**config.mk**
```make
export PLATFORM = sky130hd
export DESIGN_NAME = serial_paralelo
export DESIGN_NICKNAME = d
export VERILOG_FILES = /design/src/rtl/serial_paralelo_pkg.sv /design/src/rtl/serial_paralelo_comma_detect.sv /design/src/rtl/serial_paralelo.sv
export SDC_FILE = /design/constraint.sdc
export NUM_CORES = 1
export LEC_CHECK = 0
export BUFFER_PORTS_ARGS = -buffer_cell sky130_fd_sc_hd__buf_2
export CAP_MARGIN = 15
export CORE_MARGIN = 4
export CORE_UTILIZATION = 35
export DETAILED_ROUTE_END_ITERATION = 12
export SLEW_MARGIN = 20
export SYNTH_ARGS = -nofsm -noshare
export SYNTH_HDL_FRONTEND = slang
export SYNTH_SLANG_ARGS = --single-unit
```
**constraint.sdc**
```tcl
create_clock -name clk32_f -period 2.37 [get_ports clk32_f]
set_input_delay 0.237 -clock clk32_f [delete_from_list [all_inputs] [get_ports clk32_f]]
set_output_delay 0.237 -clock clk32_f [all_outputs]
set_load 0.005 [all_outputs]
```
**src/rtl/serial_paralelo_pkg.sv**
```systemverilog
// Shared definitions for the serial link: FSM state encoding and the default comma byte,
// used by both the receive-side deserializer and the transmit-side serializer.
package serial_paralelo_pkg;

  typedef enum logic [1:0] {
    SEARCH = 2'd0,
    ALIGN  = 2'd1,
    SYNC   = 2'd2
  } state_e;

  localparam logic [7:0] DEFAULT_COMMA = 8'hBC;

endpackage

```
**src/rtl/serial_paralelo_comma_detect.sv**
```systemverilog
// Combinational comparator flagging when the byte-wide window equals the comma symbol.
module serial_paralelo_comma_detect
  import serial_paralelo_pkg::*;
#(
  parameter logic [7:0] COMMA = DEFAULT_COMMA
) (
  input  logic [7:0] data_i,
  output logic       match_o
);

  assign match_o = (data_i == COMMA);

endmodule

```
**src/rtl/serial_paralelo.sv**
```systemverilog
// Serial-to-parallel receiver: finds byte alignment from repeated comma symbols, then
// emits one recovered byte every eight bit clocks.
module serial_paralelo
  import serial_paralelo_pkg::*;
#(
  parameter logic [7:0] COMMA       = DEFAULT_COMMA,
  parameter int         COMMA_COUNT = 4
) (
  input  logic       clk32_f,
  input  logic       reset,
  input  logic       data_in,
  output logic [7:0] data_out,
  output logic       valid_out,
  output logic       byte_strobe,
  output logic       active
);

  localparam logic [3:0] CommaTarget = 4'(COMMA_COUNT);

  state_e     state_q, state_d;
  // Only the 7 newest bits need storing; shiftNext completes the byte with data_in.
  logic [6:0] sr_q;
  logic [2:0] bitCnt_q, bitCnt_d;
  logic [3:0] commaCnt_q, commaCnt_d;
  logic [7:0] dataOut_q, dataOut_d;
  logic       validOut_q, validOut_d;
  logic       strobe_q, strobe_d;
  logic [7:0] shiftNext;
  logic       isComma;
  logic       atBoundary;

  assign shiftNext  = {sr_q, data_in};
  assign atBoundary = (bitCnt_q == 3'd7);

  serial_paralelo_comma_detect #(
    .COMMA (COMMA)
  ) u_comma_detect (
    .data_i  (shiftNext),
    .match_o (isComma)
  );

  always_ff @(posedge clk32_f or posedge reset) begin
    if (reset) begin
      state_q    <= SEARCH;
      sr_q       <= 7'h00;
      bitCnt_q   <= 3'd0;
      commaCnt_q <= 4'd0;
      dataOut_q  <= 8'h00;
      validOut_q <= 1'b0;
      strobe_q   <= 1'b0;
    end else begin
      state_q    <= state_d;
      sr_q       <= shiftNext[6:0];
      bitCnt_q   <= bitCnt_d;
      commaCnt_q <= commaCnt_d;
      dataOut_q  <= dataOut_d;
      validOut_q <= validOut_d;
      strobe_q   <= strobe_d;
    end
  end

  always_comb begin
    state_d    = state_q;
    bitCnt_d   = bitCnt_q + 3'd1;
    commaCnt_d = commaCnt_q;
    dataOut_d  = 8'h00;
    validOut_d = 1'b0;
    strobe_d   = 1'b0;

    unique case (state_q)
      SEARCH: begin
        bitCnt_d = 3'd0;
        if (isComma) begin
          commaCnt_d = 4'd1;
          state_d    = (COMMA_COUNT == 1) ? SYNC : ALIGN;
        end
      end
      ALIGN: begin
        // An unaligned comma here is ignored; SEARCH picks it up on a later window.
        if (atBoundary) begin
          if (isComma) begin
            commaCnt_d = commaCnt_q + 4'd1;
            if (commaCnt_d == CommaTarget) begin
              state_d = SYNC;
            end
          end else begin
            commaCnt_d = 4'd0;
            state_d    = SEARCH;
          end
        end
      end
      SYNC: begin
        dataOut_d  = dataOut_q;
        validOut_d = validOut_q;
        if (atBoundary) begin
          dataOut_d  = shiftNext;
          validOut_d = !isComma;
          strobe_d   = 1'b1;
        end
      end
      default: begin
        state_d = SEARCH;
      end
    endcase
  end

  assign data_out    = dataOut_q;
  assign valid_out   = validOut_q;
  assign byte_strobe = strobe_q;
  assign active      = (state_q == SYNC);

endmodule

```
After elaboration in Yosys (flattened, before gate mapping). Index checks and enable logic that the tools add are counted.

Logic and storage cells: 40. Bits of input ports: 3. Flip-flop bits (word level): 26. Output and inout port bits: 11.

Reductions and logical operators: 5. Multiplexer cells: 16. Eq/ne operators: 9. Bitwise gates (word level): 1. Add/sub/neg operators: 2.

Operators by type and width (number): $mux W8 (2); $mux W4 (3); $eq A8 B8 Y1 const B (1); $mux W2 (4); $pmux W4 S2 (1); $pmux W2 S3 (1); $add A4 B1 Y4 const B (1); $eq A4 B3 Y1 const B (1); $mux W1 (4); $ne A2 B2 Y1 const B (2); $reduce_and A4 Y1 (1); $add A3 B1 Y3 const B (1); $eq A3 B3 Y1 const B (1); $mux W3 (1); $ne A3 B3 Y1 const B (1); $reduce_and A3 Y1 (1); $eq A2 B1 Y1 const B (1); $eq A2 B2 Y1 const B (1); $logic_not A2 Y1 (1); $ne A2 B1 Y1 const B (1); $reduce_bool A2 Y1 (1); $logic_not A1 Y1 (1); $not A1 Y1 (1).

Longest topological paths before layout. Gate-level depths: netlist (run 1).

Depth in word-level cells: 6. Mapped depth: 6. Gate-level depth less buffers: 5.

Hierarchy. Synthesis (run 1) repeated with hierarchy kept, for this count alone.

Cells, all modules: 93. Area, all modules: 1086.0 µm².

By module, submodules not included: serial_paralelo (cells each 90, area each 1061.0 µm², sequential area each 650.6 µm², times used 1); serial_paralelo_comma_detect (cells each 3, area each 25.0 µm², sequential area each 0.0 µm², times used 1).

Worst setup path before layout (run 1). OpenSTA, ideal clock, no wires.

Path kind: reg-to-reg. From: register bitCnt_q[0]. To: register dataOut_q[0], in the netlist data_out[0]. Clock period less this slack: 1.374 ns. Library setup time: 0.133 ns. Cell stages (with the launch flop): 7. Slack: 0.996 ns. Arrival time: 1.241 ns. Required time: 2.237 ns. Buffers on the path: 2. Cell sequence: dfrtp_1 -> ha_1 -> ha_1 -> buf_2 -> buf_2 -> mux2i_1 -> nor2_1.

Longest elaborated chain between the ends: 2.

RTL lines: start: declaration (line serial_paralelo.sv:23) `logic [2:0] bitCnt_q, bitCnt_d;`; start signal: assignment (line serial_paralelo.sv:54) `bitCnt_q <= bitCnt_d;`; $eq A3 B3 Y1 (line serial_paralelo.sv:33) `assign atBoundary = (bitCnt_q == 3'd7);`; $ne A2 B1 Y1 (no source line); end signal: assignment (line serial_paralelo.sv:56) `dataOut_q <= dataOut_d;`; end: declaration (line serial_paralelo.sv:25) `logic [7:0] dataOut_q, dataOut_d;`.

Every way passes these cells. A chain may end at the register's enable or synchronous reset.

Worst setup path in the final report (run 1).
From: register state_q[0]. To: output port active.

Longest elaborated chain between the ends: 1.

RTL lines: start: declaration (line serial_paralelo.sv:20) `state_e state_q, state_d;`; start signal: assignment (line serial_paralelo.sv:52) `state_q <= state_d;`; $eq A2 B2 Y1 (line serial_paralelo.sv:110) `assign active = (state_q == SYNC);`; end: declaration (line serial_paralelo.sv:15) `output logic active`.

Every way passes these cells.

==> impl_metrics.json, run 1 <==
{
  "cts_sinks": 26,
  "gp_congestion": 0.8606,
  "worstSkewPairLatency_ns": 0.32,
  "drt_wl_total_um": 1986,
  "wl_per_cell_um": 12.81,
  "finalSetupViolCount": 0,
  "fin_worst_skew_ns": 0.004851,
  "worstPathArrival_ns": 1.57,
  "row_count": 20,
  "outcome": "finished clean",
  "startpoint_type": "register",
  "die_h_um": 65.51,
  "stdcell_area_um2": 1300,
  "nFillCells": 305,
  "critPathKind": "register to output pin",
  "p_per_area_nw_per_um2": 611.9,
  "grt_pass1_wl_um": 3505,
  "end_kind": "output pin",
  "antenna_found_initial": 0,
  "path_clk_slew_ns": 0.14,
  "yosysWarnings": 0,
  "ant_nets": 0,
  "ioPinCount": 14,
  "instances_no_fill": 155,
  "grtUsageTotal_pct": 11.11,
  "clk_path_buf_depth": 2,
  "rsz0062_at_grt": "no",
  "drive_gt1_share_pct": 18.92,
  "p_leak_nw": 0.6106,
  "cts_tree": "yes",
  "cts-root-buf": "clkbuf_4",
  "synth-seq-cells": 26,
  "drt_iter0_markers": 6,
  "fin_nets": 118,
  "placedCellCount": 150,
  "syn_inst": 98,
  "ys_seq_area_share_pct": 56.22,
  "worst_slew_pin_slew_ns": 0.4821,
  "h-tree-depth": 1,
  "io_buffers": 13,
  "cts_resized": 0,
  "grt_pass1_vias": 751,
  "antenna_cells": 0,
  "start_util_pct": 37.30,
  "maxSlewHeadroom_pct": 67.86,
  "die_width_um": 65.51,
  "final_core_utilization_pct": 41.90,
  "synth.distinct_cells": 27,
  "fin_setup_tns_ns": 0,
  "ir_drop_mv": 0.3506,
  "vias": 755,
  "max_freq_mhz": 553.8,
  "maxCapViolations": 0,
  "cp.required_ns": 2.13,
  "slew_viol_final": 0,
  "finalCriticalPeriod_ns": 1.806,
  "fin_crit_sh_pct": 76.20,
  "place_area_um2": 1237,
  "worst_slack_ns": 0.5642,
  "first_pass_iters": 4,
  "viasPerCell": 4.871,
  "avgSynthCellArea_um2": 11.81,
  "drc": 0,
  "hpwlAfterDp_um": 1376,
  "place_worst_setup_slack_ns": 0.8837,
  "finalHoldViolations": 0,
  "hold_path.class": "input pin to register",
  "grt_max_degree": 27,
  "core-area_um2": 3103,
  "synth_nets": 104,
  "die-area_um2": 4291,
  "grt_overflow": 0,
  "area_growth_syn_to_layout_pct": 12.32,
  "critPathMaxFanout": 13,
  "synthesis.area_um2": 1157,
  "numCtsBuffers": 3
}
==> layout by cell type (no fill, tap or decap) <==
cell type	Yosys	layout
a211o_1	3	3
a21oi_1	1	1
a311oi_1	1	1
a31oi_1	2	2
and3_1	1	1
and4b_1	1	1
and4bb_1	1	1
buf_2	4	13
buf_4	0	2
bufinv_16	0	1
clkbuf_4	0	3
dfrtp_1	26	26
dlygate4sd3_1	0	1
ha_1	3	3
inv_1	7	7
mux2i_1	8	8
nand2_1	1	1
nand2_4	1	1
nand2b_1	1	1
nand3b_1	1	1
nand4_1	6	6
nand4bb_1	2	2
nor2_1	13	13
nor2b_1	4	4
nor4bb_1	2	2
o211ai_1	1	1
o21ai_0	4	4
o41ai_2	1	1
==> what timing repair did <==
action,4_1_cts,5_1_grt
endpoints found under the hold margin,26,0
endpoints found under the setup margin,0,0
buffers inserted,0,0
hold buffers,1,0
==> registers in the layout, indices dropped and copies added (netlist names) <==
name and count:
sr_q 7, valid_out 1, byte_strobe 1, data_out 8, state_q 2, commaCnt_q 4, bitCnt_q 3
==> critical path, stage by stage (launching register included) <==
cell	delay, ns
dfrtp_1	0.58
nand2b_1	0.47
inv_1	0.07
buf_2	0.14
==> cell families after synthesis <==
group / after synthesis / synth area share, %
adders and majority gates: 3 / 3.244
buffers and inverters: 14 / 7.027
and+or+nand+nor: 34 / 18.27
DFF: 26 / 56.22
AOI/OAI and AO/OA: 13 / 8.325
muxes: 8 / 6.919
==> per-layer routing <==
| metal | part of all wire [%] | track usage, % |
|---|---|---|
| met3 | 4.2 | 3.590 |
| met5 | 0 | 0 |
| met4 | 2.7 | 6.218 |
| met2 | 46 | 17.45 |
| met1 | 47 | 13.36 |
==> area by class of cell <==
| class | count | area (um^2) | share of cell area, % |
|---|---|---|---|
| flip-flops and latches | 26 | 650.6 | 50.05 |
| clock inverters | 1 | 30.03 | 2.310 |
| clock buffers | 3 | 22.52 | 1.732 |
| repair buffers | 16 | 90.09 | 6.930 |
| multi-input cells | 58 | 425.4 | 32.72 |
| inverters | 7 | 26.28 | 2.021 |
| well taps | 44 | 55.05 | 4.235 |
==> final timing paths <==
| kind | startpoint | endpoint | slack (ns) | cells past startpoint |
|---|---|---|---|---|
| min in group asynchronous | reset | bitCnt_q[0] | 0.49 | 4 |
| hold / removal | data_in | sr_q[0] | 0.05 | 1 |
| setup / recovery | state_q[0] | active | 0.56 | 3 |
| hold reg to reg | sr_q[4] | sr_q[5] | 0.41 | 0 |
| setup reg to reg | bitCnt_q[0] | commaCnt_q[0] | 0.87 | 6 |
| max in group asynchronous | reset | valid_out | 1.63 | 4 |
==> stage by stage <==
step,hold WS [ns],total power [W]
2_1_floorplan,0.2684,0.0004913
3_3_place_gp,0.3021,0.0005041
3_5_place_dp,0.3102,0.0005054
4_1_cts,0.03792,0.0008074
5_1_grt,0.01661,0.0008367
6_report,0.04664,0.0007955
==> cells in the mapped netlist <==
cell type | number | share of area, %
nand2_1 | 1 | 0.32
a211o_1 | 3 | 2.3
buf_6 | 1 | 0.97
nor2b_1 | 4 | 2.2
and3_1 | 1 | 0.54
nand2_4 | 1 | 0.97
nand4bb_1 | 2 | 1.9
dfrtp_1 | 26 | 56
and4bb_1 | 1 | 1.1
mux2i_1 | 8 | 6.9
o41ai_2 | 1 | 1.4
and4b_1 | 1 | 0.86
o211ai_1 | 1 | 0.65
a21oi_1 | 1 | 0.43
clkbuf_1 | 1 | 0.32
buf_12 | 1 | 1.7
ha_1 | 3 | 3.2
o21ai_0 | 4 | 1.7
nor2_1 | 13 | 4.2
a311oi_1 | 1 | 0.76
nand3b_1 | 1 | 0.65
buf_2 | 4 | 1.7
inv_1 | 7 | 2.3
nand4_1 | 6 | 3.2
nor4bb_1 | 2 | 1.7
a31oi_1 | 2 | 1.1
nand2b_1 | 1 | 0.54
==> power breakdown <==
part | switching (W) | internal, W
logic | 0.0000195 | 0.0000129
clock network | 0.000128 | 0.000171
registers | 0.00000767 | 0.000457
total | 0.000155 | 0.000641
No activity file was read; power rests on OpenSTA's default activity.
==> run 2, diff against run 1 <==
==> constraint.sdc (replaced) <==
create_clock -name clk32_f -period 1.9 [get_ports clk32_f]
set_input_delay 0.19 -clock clk32_f [delete_from_list [all_inputs] [get_ports clk32_f]]
set_output_delay 0.19 -clock clk32_f [all_outputs]
set_load 0.005 [all_outputs]
==> impl_metrics.json, run 2 (synthesis gave the netlist of run 1 again) <==
{
  "area_growth_syn_to_layout_pct": 13.84,
  "rsz0062_at_grt": "no",
  "postCtsSetupBuffers": 0,
  "finalHoldViolations": 0,
  "vias": 751,
  "numCtsBuffers": 3,
  "cts-hold-fix-buffers": 2,
  "startpoint_type": "register",
  "grtUsageTotal_pct": 10.88,
  "h-tree-depth": 1,
  "wl_per_cell_um": 12.89,
  "cts_tree": "yes",
  "end_kind": "output pin",
  "grt_pass1_wl_um": 3546,
  "worstPathArrival_ns": 1.50,
  "die_h_um": 65.51,
  "core-area_um2": 3103,
  "finalCriticalPeriod_ns": 1.686,
  "io_buffers": 13,
  "path_clk_slew_ns": 0.13,
  "grt_pass1_vias": 729,
  "grt_max_degree": 27,
  "antenna_cells": 0,
  "drc": 0,
  "cp.required_ns": 1.71,
  "maxSlewHeadroom_pct": 65.48,
  "antenna_found_initial": 0,
  "first_pass_iters": 4,
  "hpwlAfterDp_um": 1378,
  "outcome": "finished clean",
  "critPathMaxFanout": 12,
  "maxCapViolations": 0,
  "p_per_area_nw_per_um2": 750.9,
  "critPathKind": "register to output pin",
  "slew_viol_final": 0,
  "fin_crit_sh_pct": 88.74,
  "drt_iter0_markers": 20,
  "row_count": 20,
  "ioPinCount": 14,
  "finalSetupViolCount": 0,
  "drt_wl_total_um": 2023,
  "layout_commonest_cell": "dfrtp_1",
  "cts_resized": 0,
  "stdcell_area_um2": 1318,
  "grt_overflow": 0,
  "fin_setup_tns_ns": 0,
  "viasPerCell": 4.783,
  "cts_sinks": 26,
  "place_area_um2": 1245,
  "fin_nets": 120,
  "instances_no_fill": 157,
  "max_freq_mhz": 593.1,
  "die_width_um": 65.51,
  "clk_path_buf_depth": 2,
  "gp_congestion": 0.8138,
  "fin_worst_skew_ns": 0.0007005,
  "p_leak_nw": 0.6202,
  "die-area_um2": 4291,
  "placedCellCount": 151,
  "ant_nets": 0,
  "hold_path.class": "register to register",
  "mostFrequentLayoutCells": "26 x dfrtp_1, 13 x nor2_1, 13 x buf_2, 8 x mux2i_1, 7 x inv_1",
  "start_util_pct": 37.30,
  "largest_register_ffs": 8,
  "cts-root-buf": "clkbuf_4",
  "final_core_utilization_pct": 42.46,
  "worstSkewPairLatency_ns": 0.31,
  "ir_drop_mv": 0.3898,
  "drive_gt1_share_pct": 19.47,
  "worst_slew_pin_slew_ns": 0.5177
}
## run 2: final timing paths
path	slack, ns	endpoint	startpoint	cells past startpoint
setup / recovery	0.21	active	state_q[1]	3
hold / removal	0.41	sr_q[5]	sr_q[4]	0
setup reg to reg	0.38	valid_out	bitCnt_q[0]	5
hold reg to reg	0.41	sr_q[5]	sr_q[4]	0
max in group asynchronous	1.22	sr_q[5]	reset	4
min in group asynchronous	0.45	byte_strobe	reset	4
## run 2: final cells by class
type	instances	area, um^2
clock inverters	1	30.03
clock buffers	3	22.52
well taps	44	55.05
fillers	322	1785
repair buffers	18	107.6
inverters	7	26.28
flip-flops and latches	26	650.6
multi-input cells	58	425.4
## run 2: where the power goes
group	internal [W]	total [W]	leakage, nW	switching, W
Combinational	0.0000175	0.0000418	0.294	0.0000243
Clock	0.000213	0.000368	0.0279	0.000155
Sequential	0.000570	0.000579	0.298	0.00000954
Total	0.000800	0.000989	0.620	0.000189
## run 2: metal layers
layer	up-vias	routed length, um	part of all wire [%]	GRT usage, %
li1	369	-	-	-
met1	369	995	49	14.55
met2	11	925	46	16.43
met3	2	71	3.5	3.590
met4	0	31	1.5	3.886
met5	-	0	0	0
## run 2: per-stage QoR
stage / hold slack [ns] / setup slack [ns] / power, W
6_report: 0.4129 / 0.2140 / 0.0009893
5_1_grt: 0.4228 / 0.04826 / 0.001033
4_1_cts: 0.4124 / 0.1773 / 0.001006
3_5_place_dp: 0.2611 / 0.3962 / 0.0006297
3_3_place_gp: 0.2558 / 0.4648 / 0.0006287
2_1_floorplan: 0.2214 / 0.5255 / 0.0006128
## run 2: critical path, cell delays in order, from the launching register on
cell      delay, ns
dfrtp_1        0.52
nand2b_1       0.44
inv_1          0.07
buf_2          0.14
